**src/rtl/ps2_keyboard_rx_if.sv**
```systemverilog
// rtl/ps2_keyboard_rx_if.sv - PS/2 line inputs and decoded key outputs
interface ps2_keyboard_rx_if;
  logic       ps2_clk;
  logic       ps2_data;
  logic       newKey;
  logic [7:0] keyCode;
  logic       extended;
  logic       frame_err;

  modport master (
    output ps2_clk, ps2_data,
    input  newKey, keyCode, extended, frame_err
  );

  modport slave (
    input  ps2_clk, ps2_data,
    output newKey, keyCode, extended, frame_err
  );
endinterface

```
**src/rtl/ps2_keyboard_rx.sv**
```systemverilog
// rtl/ps2_keyboard_rx.sv - PS/2 keyboard receiver with E0/F0 prefix filtering
module ps2_keyboard_rx #(
  parameter int FILTER_LEN  = 8,
  parameter int TIMEOUT_CYC = 50000
) (
  input  logic             clk,
  input  logic             reset,
  ps2_keyboard_rx_if.slave bus
);
  localparam int FW = $clog2(FILTER_LEN + 1);
  localparam int TW = $clog2(TIMEOUT_CYC);

  typedef enum logic [1:0] {IDLE, DATA, PARITY, STOP} state_t;

  logic          clk_s1_q, clk_s2_q, dat_s1_q, dat_s2_q;
  logic          clk_f_q, clk_f_d;
  logic [FW-1:0] flt_cnt_q, flt_cnt_d;
  state_t        state_q, state_d;
  logic [2:0]    bitcnt_q, bitcnt_d;
  logic [7:0]    shift_q, shift_d;
  logic          par_ok_q, par_ok_d;
  logic [TW-1:0] to_cnt_q, to_cnt_d;
  logic          byte_valid_q, byte_valid_d;
  logic          perr_q, perr_d;
  logic          e0_q, e0_d, f0_q, f0_d;
  logic          new_key_q, new_key_d;
  logic [7:0]    key_code_q, key_code_d;
  logic          extended_q, extended_d;
  logic          frame_err_q, frame_err_d;
  logic          evt;
  logic          timeout;

  // Filtered clock flips only after FILTER_LEN consecutive samples disagree with it.
  always_comb begin
    clk_f_d   = clk_f_q;
    flt_cnt_d = '0;
    if (clk_s2_q != clk_f_q) begin
      if (flt_cnt_q == FW'(FILTER_LEN - 1)) begin
        clk_f_d = clk_s2_q;
      end else begin
        flt_cnt_d = flt_cnt_q + 1'b1;
      end
    end
  end

  assign evt = clk_f_q & ~clk_f_d;

  always_comb begin
    state_d      = state_q;
    bitcnt_d     = bitcnt_q;
    shift_d      = shift_q;
    par_ok_d     = par_ok_q;
    byte_valid_d = 1'b0;
    perr_d       = 1'b0;
    timeout      = 1'b0;
    to_cnt_d     = (state_q == IDLE || evt) ? '0 : to_cnt_q + 1'b1;
    case (state_q)
      IDLE: begin
        if (evt && !dat_s2_q) begin
          state_d  = DATA;
          bitcnt_d = '0;
        end
      end
      DATA: begin
        if (evt) begin
          shift_d  = {dat_s2_q, shift_q[7:1]};
          bitcnt_d = bitcnt_q + 1'b1;
          if (bitcnt_q == 3'd7) state_d = PARITY;
        end
      end
      PARITY: begin
        if (evt) begin
          par_ok_d = ^{shift_q, dat_s2_q};
          state_d  = STOP;
        end
      end
      STOP: begin
        if (evt) begin
          byte_valid_d = dat_s2_q & par_ok_q;
          perr_d       = ~(dat_s2_q & par_ok_q);
          state_d      = IDLE;
        end
      end
      default: state_d = IDLE;
    endcase
    if (state_q != IDLE && !evt && to_cnt_q == TW'(TIMEOUT_CYC - 1)) begin
      state_d  = IDLE;
      to_cnt_d = '0;
      timeout  = 1'b1;
    end
  end

  // A break code (F0 xx) swallows the next byte; errors drop any pending prefix.
  always_comb begin
    new_key_d   = 1'b0;
    frame_err_d = perr_q | timeout;
    key_code_d  = key_code_q;
    extended_d  = extended_q;
    e0_d        = e0_q;
    f0_d        = f0_q;
    if (frame_err_d) begin
      e0_d = 1'b0;
      f0_d = 1'b0;
    end else if (byte_valid_q) begin
      if (shift_q == 8'hE0) begin
        e0_d = 1'b1;
      end else if (shift_q == 8'hF0) begin
        f0_d = 1'b1;
      end else begin
        if (!f0_q) begin
          new_key_d  = 1'b1;
          key_code_d = shift_q;
          extended_d = e0_q;
        end
        e0_d = 1'b0;
        f0_d = 1'b0;
      end
    end
  end

  always_ff @(posedge clk or negedge reset) begin
    if (!reset) begin
      clk_s1_q     <= 1'b1;
      clk_s2_q     <= 1'b1;
      dat_s1_q     <= 1'b1;
      dat_s2_q     <= 1'b1;
      clk_f_q      <= 1'b1;
      flt_cnt_q    <= '0;
      state_q      <= IDLE;
      bitcnt_q     <= '0;
      shift_q      <= '0;
      par_ok_q     <= 1'b0;
      to_cnt_q     <= '0;
      byte_valid_q <= 1'b0;
      perr_q       <= 1'b0;
      e0_q         <= 1'b0;
      f0_q         <= 1'b0;
      new_key_q    <= 1'b0;
      key_code_q   <= 8'h00;
      extended_q   <= 1'b0;
      frame_err_q  <= 1'b0;
    end else begin
      clk_s1_q     <= bus.ps2_clk;
      clk_s2_q     <= clk_s1_q;
      dat_s1_q     <= bus.ps2_data;
      dat_s2_q     <= dat_s1_q;
      clk_f_q      <= clk_f_d;
      flt_cnt_q    <= flt_cnt_d;
      state_q      <= state_d;
      bitcnt_q     <= bitcnt_d;
      shift_q      <= shift_d;
      par_ok_q     <= par_ok_d;
      to_cnt_q     <= to_cnt_d;
      byte_valid_q <= byte_valid_d;
      perr_q       <= perr_d;
      e0_q         <= e0_d;
      f0_q         <= f0_d;
      new_key_q    <= new_key_d;
      key_code_q   <= key_code_d;
      extended_q   <= extended_d;
      frame_err_q  <= frame_err_d;
    end
  end

  assign bus.newKey    = new_key_q;
  assign bus.keyCode   = key_code_q;
  assign bus.extended  = extended_q;
  assign bus.frame_err = frame_err_q;
endmodule

```
**src/flat_wrapper.sv**
```systemverilog
// flat-port wrapper written by rule: the top's interface ports become plain ports
module ps2_keyboard_rx_flat 
#(
  parameter int FILTER_LEN  = 8,
  parameter int TIMEOUT_CYC = 50000
)
  (clk, reset, bus_ps2_clk, bus_ps2_data, bus_newKey, bus_keyCode, bus_extended, bus_frame_err);
  ps2_keyboard_rx_if bus_i ();
  input  logic clk;
  input  logic reset;
  input wire logic [$bits(bus_i.ps2_clk)-1:0] bus_ps2_clk;
  input wire logic [$bits(bus_i.ps2_data)-1:0] bus_ps2_data;
  output wire logic [$bits(bus_i.newKey)-1:0] bus_newKey;
  output wire logic [$bits(bus_i.keyCode)-1:0] bus_keyCode;
  output wire logic [$bits(bus_i.extended)-1:0] bus_extended;
  output wire logic [$bits(bus_i.frame_err)-1:0] bus_frame_err;
  assign bus_i.ps2_clk = bus_ps2_clk;
  assign bus_i.ps2_data = bus_ps2_data;
  assign bus_newKey = bus_i.newKey;
  assign bus_keyCode = bus_i.keyCode;
  assign bus_extended = bus_i.extended;
  assign bus_frame_err = bus_i.frame_err;
  ps2_keyboard_rx #(.FILTER_LEN(FILTER_LEN), .TIMEOUT_CYC(TIMEOUT_CYC)) u_core (.clk(clk), .reset(reset), .bus(bus_i));
endmodule
```
**config.mk**
```make
export PLATFORM = sky130hd
export DESIGN_NAME = ps2_keyboard_rx_flat
export DESIGN_NICKNAME = d
export VERILOG_FILES = /design/src/rtl/ps2_keyboard_rx_if.sv /design/src/rtl/ps2_keyboard_rx.sv /design/src/flat_wrapper.sv
export SDC_FILE = /design/constraint.sdc
export NUM_CORES = 1
export LEC_CHECK = 0
export ABC_AREA = 1
export CAP_MARGIN = 20
export CORE_MARGIN = 1
export CORE_UTILIZATION = 60
export CTS_CLUSTER_SIZE = 28
export DETAILED_ROUTE_END_ITERATION = 10
export DONT_BUFFER_PORTS = 1
export GPL_TIMING_DRIVEN = 0
export PLACE_DENSITY = 0.72
export REMOVE_ABC_BUFFERS = 1
export SLEW_MARGIN = 20
export SYNTH_ARGS = -nofsm -noshare
export SYNTH_HDL_FRONTEND = slang
export SYNTH_SLANG_ARGS = --single-unit
```
**constraint.sdc**
```tcl
create_clock -name clk -period 3.2 [get_ports clk]
set_input_delay 0.48 -clock clk [delete_from_list [all_inputs] [get_ports clk]]
set_output_delay 0.48 -clock clk [all_outputs]
set_load 0.01 [all_outputs]
```
==> results of run 1 <==
## final timing paths
| kind | slack (ns) | startpoint | depth (start not counted) | to |
|---|---|---|---|---|
| setup / recovery | 1.28 | u_core.flt_cnt_q[0]$_DFF_PN0_ | 10 | u_core.bus.keyCode[1]$_DFFE_PN0P_ |
| hold / removal | 0.007 | reset | 1 | u_core.flt_cnt_q[3]$_DFF_PN0_ |
| setup reg to reg | 1.28 | u_core.flt_cnt_q[0]$_DFF_PN0_ | 10 | u_core.bus.keyCode[1]$_DFFE_PN0P_ |
| hold reg to reg | 0.36 | u_core.dat_s1_q$_DFF_PN1_ | 0 | u_core.dat_s2_q$_DFF_PN1_ |
| max in group asynchronous | 2.50 | reset | 1 | u_core.dat_s2_q$_DFF_PN1_ |
| min in group clk | 0.15 | bus_ps2_clk | 0 | u_core.clk_s1_q$_DFF_PN1_ |
## logic make-up after synthesis
family          share of synthesized area
simple gates                        0.308
flops                               0.495
buf+inv                            0.0699
compound gates                     0.0603
fa+ha+maj                          0.0411
xor+xnor                           0.0256
## flip-flops by register name, indices dropped and copies added (netlist names), 2 cells and up
register            cells
u_core.bitcnt_q         3
u_core.bus.keyCode      8
u_core.flt_cnt_q        4
u_core.shift_q          8
u_core.state_q          2
u_core.to_cnt_q        16
## power breakdown
part | switching, µW | internal (µW) | total, µW
sequential | 44.4 | 743 | 787
combinational | 235 | 124 | 358
clock | 227 | 158 | 385
## area by class of cell
type | count | area [µm²]
Timing Repair Buffer | 2 | 37.5
Inverter | 40 | 150
Clock inverter | 3 | 26.3
Multi-Input combinational cell | 227 | 1190
Tap cell | 52 | 65.1
Sequential cell | 54 | 1360
Fill cell | 348 | 1490
Clock buffer | 5 | 68.8
## per-stage QoR
stage	total power, µW	cells	cell area [µm²]	hold WS (ns)
4_1_cts	1550	383	2900	0.0181
2_1_floorplan	1070	321	2700	0.184
3_3_place_gp	1120	373	2760	0.185
5_1_grt	1630	383	2900	0.00336
3_5_place_dp	1140	373	2760	0.186
6_report	1530	383	2900	0.00710
## repair_timing
action	4_1_cts	5_1_grt
setup buffers	0	0
endpoints found under the hold margin	52	0
hold buffers	2	0
## placed cells by master (no fill, tap or decap), types with 3 or more instances in the layout
master,Yosys,routed
nor2_4,4,4
xnor2_1,3,3
clkinv_4,0,3
dfstp_2,5,5
a21oi_1,8,8
nand3_1,22,22
nor3b_1,3,3
ha_1,9,9
xor2_1,5,5
nor3_1,3,3
dfrtp_1,49,49
clkbuf_8,0,5
nand4_1,5,5
inv_1,39,39
nor2_1,40,40
nand2_1,91,91
o21ai_0,16,16
## per-layer routing
metal	routed length (µm)	global-route usage	vias to the layer above	share of wire
li1	-	-	1032	-
met1	2220	0.276	886	0.48
met2	2240	0.367	20	0.48
met3	117	0.0436	7	0.025
met4	69	0.0748	0	0.015
met5	0	0	-	0
## worst max-delay path: stages (launching register included)
cell     delay, ns
dfrtp_1       0.40
ha_1          0.19
nand2_2       0.08
nor2_4        0.11
nand2_2       0.22
nand2_4       0.21
nor2_4        0.07
nor2_4        0.26
nand2_4       0.13
nand2_1       0.09
nand2_1       0.05
==> summary.md, run 1 <==
• run status: finished clean
• total half-perimeter wirelength after legalization and detailed placement: 3370 µm
• fraction of final layout cells with drive strength greater than 1: 0.0967
• Area growth, synth to finish: 5.71%
• Leak Pwr: 0.00148 µW
• FMAX: 522 MHz
• Via-to-Cell Ratio: 5.08
• PD cells: 528 nW/µm²
• setup repair after global routing missed its margin: no
• max-slew violations: 0
• fraction of the yosys area taken by sequential cells: 0.495
• effective utilization at floorplan: 0.625
• count of clock tree sinks: 54
• Async S/R FF share, synth: 1.00
• critical path required time: 3.40 ns
• Mapped Area: 2740 µm²
• I/O pin count: 15
• final RePlAce weighted congestion: 0.805
• post-synth top area cell: dfrtp_1
• drt first pass iters: 4
• number of input and output port buffers inserted: 0
• element type at the critical path start: register
• final clock period utilization by the worst path: 0.599
• worst setup slack after layout: 1.28 ns
• buffer cell driving the clock tree root: clkbuf_8
• arrival time of data at the critical path endpoint: 2.12 ns
• total negative slack: 0 ns
• post-cts gate resize count: 0
• pre-CTS setup slack: 1.29 ns
• type of the tightest min-delay check: primary input to async pin
• global-route usage over all layers: 0.216
• maximum count of clock buffers along a single path: 2
• first-pass GRT wire length: 8160 µm
• y dimension of the die: 69.6 µm
• cell with the most instances after synthesis: nand2_1
• max cap viols: 0
• post-detailed-route DRC marker count: 0
• Clk Latency, worst-skew pair: 0.31 ns
• number of placement rows: 24
• Crit. End Element: register
• pin count of the biggest net entering global routing: 53
• Hold Fails Final Rpt: 0
• transition time at the pin with the least slew margin: 0.467 ns
• most used standard cells in the synthesized netlist: nand2_1, dfrtp_1, nor2_1
• Final min period: 1.92 ns
• Seq cells post-synth: 54
• Wirelength per Cell: 12.1 µm
• fraction of synthesized cell area taken by the top area cell type: 0.447
• number of vias in the routed layout: 1945
• wirelength, routed: 4650 µm
• fraction of the core area covered by cells at the end of the flow: 0.661
• die footprint: 4840 µm²
• Total Nets Final: 343
• initial antenna violation count: 0
• CTS tree: done
• number of design-rule violations left by the first detailed-router iteration: 85
• Crit Path Category: register to register
• placeable core area: 4380 µm²
• average cell area after synthesis: 8.43 µm²
• number of synthesis warnings: 0
• number of global-route vias before repair: 1890
• EDFF count, synth: 0
• number of library cell types mapped by synthesis: 30
• die width: 69.6 µm
• deepest level of the CTS H-tree: 2
• antenna viol nets, final: 0
• clock transition at the registers of the reported paths: 0.10 ns
• number of antenna cells inserted: 0
• synthesized instance count: 325
• clock buffers created by TritonCTS: 5
• Slew headroom: 0.685
• global route total overflow: 0
• Most used DFF post-synth: dfrtp_1
• highest fanout seen on the critical path: 12
• largest vdd supply drop: 0.271 mV
• leading cell types by total area after synthesis: dfrtp_1, nand2_1, nor2_1, inv_1, dfstp_2
• endpoints failing setup: 0
• clock skew after layout: 0.00718 ns
No activity file was read; power rests on OpenSTA's default activity.
==> run 2, diff against run 1 <==
==> constraint.sdc (replaced) <==
create_clock -name clk -period 1.8 [get_ports clk]
set_input_delay 0.27 -clock clk [delete_from_list [all_inputs] [get_ports clk]]
set_output_delay 0.27 -clock clk [all_outputs]
set_load 0.01 [all_outputs]
==> summary.md, run 2 (synthesis gave the netlist of run 1 again) <==
• maximum count of clock buffers along a single path: 2
• die footprint: 4840 µm²
• clock buffers created by TritonCTS: 5
• total half-perimeter wirelength after legalization and detailed placement: 3370 µm
• Total Power Consumption: 2790 µW
• most frequent cells in the layout: nand2_1, dfrtp_1, nor2_1
• first-pass GRT wire length: 8160 µm
• max-slew violations: 0
• Clk Latency, worst-skew pair: 0.31 ns
• Crit. End Element: register
• Crit Path Category: register to register
• drt first pass iters: 4
• number of flip-flops in the largest register: 16
• global route total overflow: 0
• number of antenna cells inserted: 0
• I/O pin count: 15
• final clock period utilization by the worst path: 0.938
• transition time at the pin with the least slew margin: 0.272 ns
• global-route usage over all layers: 0.214
• arrival time of data at the critical path endpoint: 1.94 ns
• Hold Fails Final Rpt: 0
• buffer cell driving the clock tree root: clkbuf_8
• antenna viol nets, final: 0
• type of the tightest min-delay check: register to register
• CTS tree: done
• pin count of the biggest net entering global routing: 55
• Leak Pwr: 0.00152 µW
• total placed instance area: 2760 µm²
• number of design-rule violations left by the first detailed-router iteration: 106
• clock transition at the registers of the reported paths: 0.10 ns
• die width: 69.6 µm
• Wirelength per Cell: 12.3 µm
• Total Nets Final: 350
• element type at the critical path start: register
• initial antenna violation count: 0
• max cap viols: 0
• wirelength, routed: 4780 µm
• PD cells: 927 nW/µm²
• Detail Route met3 WL: 142 µm
• top layer in use: met4
• Final min period: 1.69 ns
• Slew headroom: 0.819
• run status: finished clean
• deepest level of the CTS H-tree: 2
• clock skew after layout: 0.00627 ns
• M1 WL: 2200 µm
• highest fanout seen on the critical path: 6
• post-detailed-route DRC marker count: 0
• largest vdd supply drop: 0.505 mV
• placeable core area: 4380 µm²
• count of clock tree sinks: 54
• endpoints failing setup: 0
• Area growth, synth to finish: 9.86%
• register with the most flip-flops: u_core.to_cnt_q
• placed instance count: 373
• y dimension of the die: 69.6 µm
• Post-Layout Inst Area: 3010 µm²
• commonest non-fill, non-tap cell in the layout: nand2_1
• number of vias in the routed layout: 2020
• setup repair after global routing missed its margin: yes
• number of non-filler instances in the completed layout: 390
• number of placement rows: 24
• fraction of final layout cells with drive strength greater than 1: 0.121
• critical path required time: 2.05 ns
• number of input and output port buffers inserted: 0
• number of global-route vias before repair: 1922
• FMAX: 592 MHz
• met2 WL: 2370 µm
• Via-to-Cell Ratio: 5.18
• final RePlAce weighted congestion: 0.805
• fraction of the core area covered by cells at the end of the flow: 0.687
• effective utilization at floorplan: 0.625
==> run 2: cell count changes in the layout (fill, tap and decap cells not counted), sizes merged <==
cell         before  now
dlygate4sd3       1    3
buf               1    6
==> run 2: metrics by stage <==
step	setup TNS [ns]	hold WS [ns]	worst slack (ns)
after floorplan	0	-0.0256	0.185
after global placement	-0.558	-0.0247	-0.0672
after detailed placement	-0.925	-0.0245	-0.112
after CTS	0	0.363	0.0620
after global routing	-0.0227	0.365	-0.0131
final	0	0.362	0.111
==> run 2: power by group <==
group | internal, µW | leakage, µW | switching [µW]
Combinational | 246 | 0.000739 | 456
Sequential | 1320 | 0.000728 | 86.1
Clock | 281 | 0.0000483 | 401
==> run 2: path summary, 6_finish.rpt <==
check | slack [ns] | startpoint | depth (start not counted) | end
max in group asynchronous | 1.04 | reset | 2 | u_core.clk_s2_q$_DFF_PN1_
worst max-delay path | 0.11 | u_core.flt_cnt_q[0]$_DFF_PN0_ | 10 | u_core.bus.keyCode[7]$_DFFE_PN0P_
worst min-delay path | 0.36 | u_core.dat_s1_q$_DFF_PN1_ | 0 | u_core.dat_s2_q$_DFF_PN1_
min in group asynchronous | 0.46 | reset | 2 | u_core.flt_cnt_q[3]$_DFF_PN0_
worst max register to register | 0.11 | u_core.flt_cnt_q[0]$_DFF_PN0_ | 10 | u_core.bus.keyCode[7]$_DFFE_PN0P_
worst min register to register | 0.36 | u_core.dat_s1_q$_DFF_PN1_ | 0 | u_core.dat_s2_q$_DFF_PN1_
==> run 2: area by class of cell <==
cell class	count	area, µm²
Inverter	40	150
Multi-Input combinational cell	227	1220
Sequential cell	54	1360
Timing Repair Buffer	9	120
Fill cell	334	1370
Clock buffer	5	68.8
Tap cell	52	65.1
Clock inverter	3	26.3
==> run 2: worst max-delay path: stages (launching register included) <==
cell and delay, ns:
dfrtp_1 0.40, ha_2 0.20, nand2_2 0.07, nor2_4 0.20, nand2_8 0.10, nand2_8 0.11, nor2_4 0.06, nor2_4 0.15
buf_4 0.15, nand3_1 0.09, nand2_1 0.09
==> run 2: what timing repair did <==
action,4_1_cts,5_1_grt
pin swaps,1,4
setup buffers,2,3
hold buffers,4,0
hold endpoints to repair,56,0
resized for setup,2,6
gates cloned,0,0
setup endpoints to repair,15,16
==> run 2: metal layers <==
metal | global-route usage | up-vias
met5 | 0 | -
met4 | 0.0748 | 0
met3 | 0.0436 | 7
met2 | 0.369 | 31
met1 | 0.268 | 937
li1 | - | 1045
==> run 3, diff against run 2 <==
--- a/config.mk
+++ b/config.mk
@@ -7,7 +7,6 @@
 export LEC_CHECK = 0
 export ABC_AREA = 1
 export CAP_MARGIN = 20
-export CORE_MARGIN = 1
 export CORE_UTILIZATION = 60
 export CTS_CLUSTER_SIZE = 28
 export DETAILED_ROUTE_END_ITERATION = 10
==> results of run 3 <==
Final layout, timing and power as in run 2 (identical DEF).
